**src/rtl/wb_arbiter.sv**
```systemverilog
// wb_arbiter: round-robin Wishbone arbiter sharing one 8-bit address / 8-bit
// data slave bus among NUM_MASTERS requesters. The granted master's cycle is
// routed to the slave side, and a one-hot 16-block select is decoded from
// addr[7:4]. A watchdog ends any strobe that no slave acknowledges with a
// one-cycle err.
//
// Ports:
//   wb_clk_i, wb_rst_i        clock, async active-high reset
//   m_cyc_i/m_stb_i/m_we_i    per-master cycle, strobe, write enable
//   m_addr_i/m_dat_i          packed per-master address / write data (8 bits each)
//   m_dat_o                   read data broadcast to all masters
//   m_ack_o/m_err_o           per-master ack / watchdog error
//   gnt_o                     registered one-hot grant
//   s_cyc_o/s_stb_o/s_we_o    slave cycle, strobe, write enable
//   s_addr_o/s_dat_o          slave address / write data
//   s_dat_i/s_ack_i           slave read data / ack
//   s_sel_o                   one-hot block select (bit = s_addr_o[7:4])
module wb_arbiter #(
  parameter int unsigned NUM_MASTERS = 4,
  parameter int unsigned TIMEOUT     = 16,
  parameter int unsigned TO_W        = 8
) (
  input  logic                     wb_clk_i,
  input  logic                     wb_rst_i,
  input  logic [NUM_MASTERS-1:0]   m_cyc_i,
  input  logic [NUM_MASTERS-1:0]   m_stb_i,
  input  logic [NUM_MASTERS-1:0]   m_we_i,
  input  logic [8*NUM_MASTERS-1:0] m_addr_i,
  input  logic [8*NUM_MASTERS-1:0] m_dat_i,
  output logic [7:0]               m_dat_o,
  output logic [NUM_MASTERS-1:0]   m_ack_o,
  output logic [NUM_MASTERS-1:0]   m_err_o,
  output logic [NUM_MASTERS-1:0]   gnt_o,
  output logic                     s_cyc_o,
  output logic                     s_stb_o,
  output logic                     s_we_o,
  output logic [7:0]               s_addr_o,
  output logic [7:0]               s_dat_o,
  input  logic [7:0]               s_dat_i,
  input  logic                     s_ack_i,
  output logic [15:0]              s_sel_o
);

  localparam int unsigned IW = (NUM_MASTERS > 1) ? $clog2(NUM_MASTERS) : 1;

  typedef enum logic [1:0] {
    IDLE = 2'd0,
    BUSY = 2'd1,
    ERR  = 2'd2
  } state_t;

  state_t               state, state_d;
  logic [IW-1:0]        gnt_idx, gnt_idx_d;
  logic [IW-1:0]        rr_ptr, rr_ptr_d;
  logic [IW-1:0]        next_rr;
  logic [TO_W-1:0]      wd, wd_d;
  logic [NUM_MASTERS-1:0] gnt_d;

  logic                 pick_valid;
  logic [IW-1:0]        pick_idx;
  int unsigned          cand;
  logic [IW-1:0]        cand_idx;

  logic                 sel_cyc, sel_stb, sel_we;
  logic [7:0]           sel_addr, sel_dat;

  // Signals of the currently granted master.
  always_comb begin
    sel_cyc  = m_cyc_i[gnt_idx];
    sel_stb  = m_stb_i[gnt_idx];
    sel_we   = m_we_i[gnt_idx];
    sel_addr = m_addr_i[32'(gnt_idx)*8 +: 8];
    sel_dat  = m_dat_i[32'(gnt_idx)*8 +: 8];
  end

  // First requester at or after the round-robin pointer, wrapping.
  always_comb begin
    pick_valid = 1'b0;
    pick_idx   = '0;
    cand       = 0;
    cand_idx   = '0;
    for (int unsigned i = 0; i < NUM_MASTERS; i++) begin
      cand     = (32'(rr_ptr) + i) % NUM_MASTERS;
      cand_idx = IW'(cand);
      if (!pick_valid && m_cyc_i[cand_idx]) begin
        pick_valid = 1'b1;
        pick_idx   = cand_idx;
      end
    end
  end

  assign next_rr = (gnt_idx == IW'(NUM_MASTERS - 1)) ? '0 : gnt_idx + 1'b1;

  // Next-state logic. A dropped cycle takes precedence over the watchdog,
  // and an ack in the limit cycle takes precedence over the error.
  always_comb begin
    state_d   = state;
    gnt_idx_d = gnt_idx;
    rr_ptr_d  = rr_ptr;
    wd_d      = '0;
    case (state)
      IDLE: begin
        if (pick_valid) begin
          state_d   = BUSY;
          gnt_idx_d = pick_idx;
        end
      end
      BUSY: begin
        if (!sel_cyc) begin
          state_d  = IDLE;
          rr_ptr_d = next_rr;
        end else if (sel_stb && !s_ack_i) begin
          if (wd == TO_W'(TIMEOUT - 1)) begin
            state_d = ERR;
          end else begin
            wd_d = wd + 1'b1;
          end
        end
      end
      ERR: begin
        if (sel_cyc) begin
          state_d = BUSY;
        end else begin
          state_d  = IDLE;
          rr_ptr_d = next_rr;
        end
      end
      default: state_d = IDLE;
    endcase

    gnt_d = '0;
    if (state_d == BUSY || state_d == ERR) begin
      gnt_d[gnt_idx_d] = 1'b1;
    end
  end

  always_ff @(posedge wb_clk_i or posedge wb_rst_i) begin
    if (wb_rst_i) begin
      state   <= IDLE;
      gnt_idx <= '0;
      rr_ptr  <= '0;
      wd      <= '0;
      gnt_o   <= '0;
    end else begin
      state   <= state_d;
      gnt_idx <= gnt_idx_d;
      rr_ptr  <= rr_ptr_d;
      wd      <= wd_d;
      gnt_o   <= gnt_d;
    end
  end

  // Bus routing. Strobe is qualified by cycle so a stray strobe never
  // reaches the slaves.
  always_comb begin
    s_cyc_o  = 1'b0;
    s_stb_o  = 1'b0;
    s_we_o   = 1'b0;
    s_addr_o = '0;
    s_dat_o  = '0;
    m_ack_o  = '0;
    m_err_o  = '0;
    case (state)
      BUSY: begin
        s_cyc_o           = sel_cyc;
        s_stb_o           = sel_cyc & sel_stb;
        s_we_o            = sel_we;
        s_addr_o          = sel_addr;
        s_dat_o           = sel_dat;
        m_ack_o[gnt_idx]  = s_ack_i;
      end
      ERR: begin
        m_err_o[gnt_idx] = 1'b1;
      end
      default: ;
    endcase
  end

  always_comb begin
    s_sel_o = '0;
    if (s_cyc_o && s_stb_o) begin
      s_sel_o[s_addr_o[7:4]] = 1'b1;
    end
  end

  assign m_dat_o = s_dat_i;

endmodule

```
**config.mk**
```make
export PLATFORM = sky130hd
export DESIGN_NAME = wb_arbiter
export DESIGN_NICKNAME = d
export VERILOG_FILES = /design/src/rtl/wb_arbiter.sv
export SDC_FILE = /design/constraint.sdc
export NUM_CORES = 1
export LEC_CHECK = 0
export CAP_MARGIN = 20
export CORE_ASPECT_RATIO = 0.7
export CORE_MARGIN = 3
export CORE_UTILIZATION = 35
export CTS_CLUSTER_DIAMETER = 120
export DETAILED_ROUTE_END_ITERATION = 6
export GPL_TIMING_DRIVEN = 0
export MAX_ROUTING_LAYER = met4
export PLACE_DENSITY = 0.83
export SYNTH_ARGS = -nofsm -noshare
export SYNTH_HDL_FRONTEND = slang
export SYNTH_SLANG_ARGS = --single-unit
```
**constraint.sdc**
```tcl
create_clock -name wb_clk_i -period 3.6 [get_ports wb_clk_i]
set_input_delay 1.08 -clock wb_clk_i [delete_from_list [all_inputs] [get_ports wb_clk_i]]
set_output_delay 1.08 -clock wb_clk_i [all_outputs]
set_load 0.05 [all_outputs]
```
==> results.toml <==
[cts]
root_buffer = "clkbuf_8"
tritoncts = "done"
insertion_delay_ps = 250
htreeDepth = 1
cts_buffer_depth = 2
clkTransAtPathRegs_ps = 60
hold_buffers = 0
numClockSinks = 18
cts_made_buffers = 3

[synth]
synth_edf_count = 0
synth_flop_cell = "dfrtp_1"
syn-num-nets = 292
synth_top_area_share_pct = 23.9
avgSynthCellArea_um2 = 9.62
synth_area_leader_cell = "dfrtp_1"
yosysWarningCount = 0
synthDistinctLibCells = 40
synth_cells = 196
syn_area_mm2 = 0.00189
yosysSeqAreaShare_pct = 23.9
synthArstFlopShare_pct = 100
ys_ff_latch = 18
synth_most_common_cell = "nor2_1"
synth_area_leaders = "dfrtp_1 24%, mux4_2 20%, and2_1 7.0%"
synth_common_cells = "30 x nor2_1, 21 x and2_1, 18 x dfrtp_1"

[worst_hold_path]
hp-class = "reg2reg"
hold_start = "wd[0]$_DFF_PP0_"
holdPathEnd = "wd[0]$_DFF_PP0_"
holdPathStages = 1

[finish]
drive_gt1_share_pct = 37.0
area_delta_synth_final_pct = 89.8
multi_input_area_mm2 = 0.00144
final_cell_area_mm2 = 0.00358
ff_latch_area_um2 = 450
num_antenna_cells = 0
fillCellCount = 381
fin_nets = 439

[power]
peakVddDrop_v = 0.000366
p_leak_nw = 1.55
power_density_mw_per_mm2 = 693

[sta]
fmax_mhz = 277
clock_skew_ps = 2.34
rsz0062_at_grt = "yes"
tightest_slew_ps = 888
worst_slack_ps = -15.8
finalSetupViolations = 2
tns_ps = -21.3
fin_crit_sh_pct = 100
slew_headroom_pct = 40.0
min_period_ps = 3620
finalHoldViolCount = 0
drv_slew = 0
holdWs_ps = 465

[worst_setup_path]
critPathKind = "in2out"
worstPathRequired_ps = 2520
r2r_end = "gnt_o[3]$_DFF_PP0_"
reg2reg_from = "state[0]$_DFF_PP0_"
crit_path_start_kind = "input pin"
reg2regPathDepth = 6
r2r_setup_slack_ps = 1200
worstPathMaxFanout = 4
cp-end-kind = "output pin"
cp.arrival_ps = 2540

[route]
avgRoutedWirePerCell_um = 18.2
drc = 0
first_pass_iters = 4
vias = 2063
routed_wirelength_mm = 7.47
drt_iter0_drc = 101
ant_nets = 0
vias_per_cell = 5.03

[floorplanning]
rows = 21
die_h_um = 67.4
die_x_um = 93.7
dieArea_mm2 = 0.00632
num_io_pins = 142
start_util_pct = 37.8
core_area_mm2 = 0.00499

[placed_design]
post_dp_cell_area_mm2 = 0.00343
place_congestion = 0.827
hpwlAfterDp_mm = 5.96
numPortBuffers = 133

[run]
maxCapViolCount = 0

[global_routing]
grt_pass1_wl_mm = 11.0
grtUsageTotal_pct = 23.4
antenna_found_initial = 0
grt_pass1_vias = 2081
overflow = 0
grt_max_degree = 19

[status]
outcome = "finished, violations left"
violations = "negative setup slack"
-- what timing repair did --
action	4_1_cts	5_1_grt
setup endpoints to repair	42	28
setup buffers	8	2
gates resized for setup	237	27
endpoints found under the hold margin	0	0
pin swaps	12	6
-- layout by cell type, fill, tap and decap left out, types with 2 or more instances in the layout --
cell / n
clkdlybuf4s50_1: 67
mux4_2: 19
buf_4: 18
and2_1: 18
dfrtp_1: 18
nor2_1: 14
buf_6: 13
nor2_4: 13
clkdlybuf4s15_2: 13
nand2_1: 12
dlygate4sd2_1: 11
ha_1: 9
clkdlybuf4s15_1: 9
buf_2: 9
clkbuf_2: 8
buf_8: 8
and3_1: 7
inv_1: 7
and2_4: 4
nand2b_1: 4
nand3_1: 4
xnor2_1: 4
a21oi_1: 4
nor2_2: 4
or2_2: 3
nor4_1: 3
o41ai_1: 3
clkbuf_8: 3
mux2i_1: 2
xor2_1: 2
a21o_1: 2
nor4b_1: 2
nand3b_1: 2
nand3_4: 2
-- sequential cells by signal (all words and copies together) (netlist names) --
register  count
gnt_idx       2
gnt_o         4
rr_ptr        2
state         2
wd            8
-- critical path: stages --
cell	delay, ps
buf_6	90
mux4_2	490
and2_4	190
or3_4	390
nor2_4	150
buf_8	150
-- cell type report --
type / instances / area share, %
Buffer: 17 / 3.50
Clock buffer: 3 / 1.15
Inverter: 8 / 0.944
Multi-Input combinational cell: 153 / 40.1
Sequential cell: 18 / 12.6
Tap cell: 69 / 2.41
Timing Repair Buffer: 142 / 39.3
-- where the power goes --
part,total [W],switching [W],internal [W],leakage (nW)
sequential,0.000297,0.0000458,0.000251,0.240
clock,0.000137,0.0000629,0.0000744,0.0216
combinational,0.00204,0.00123,0.000817,1.29
-- cells by family after synthesis --
kind of cell    share of synthesized area (%)
compound gates                           8.43
mux                                      24.8
xor+xnor                                 2.79
buf+inv                                  7.50
flops                                    23.9
fa+ha+maj                                5.97
simple gates                             26.7
-- worst max-delay path by stage --
stage            startpoint           to  slack [ps]  cells after the start
3_5_place_dp     m_cyc_i[3]  s_sel_o[11]       -1080                      7
4_1_cts        m_addr_i[23]   s_sel_o[1]         0.2                      6
3_3_place_gp     m_cyc_i[2]   s_sel_o[3]       -1050                      7
5_1_grt        m_addr_i[29]   s_sel_o[4]         -40                      6
2_1_floorplan    m_cyc_i[3]   s_sel_o[1]         -40                      5
6_report       m_addr_i[29]   s_sel_o[4]         -20                      6
-- metrics by stage --
stage	cells	power, W	util, %	setup WS (ps)
finish	410	0.00248	71.7	-15.8
global route	410	0.00262	71.7	-43.2
CTS	409	0.00245	70.7	0.201
detailed placement	398	0.00227	68.8	-1080
global placement	398	0.00225	68.8	-1050
floorplan	196	0.00169	-	-42.4
-- routing by layer --
metal  track usage, %  routed length [µm]  up-vias
met4             5.23                 104        0
met2             39.5                3640       90
li1                 -                   -      990
met3             5.23                 610       10
met5                -                   0        -
met1             28.9                3110      973
Power figures use the tool's default switching activity.
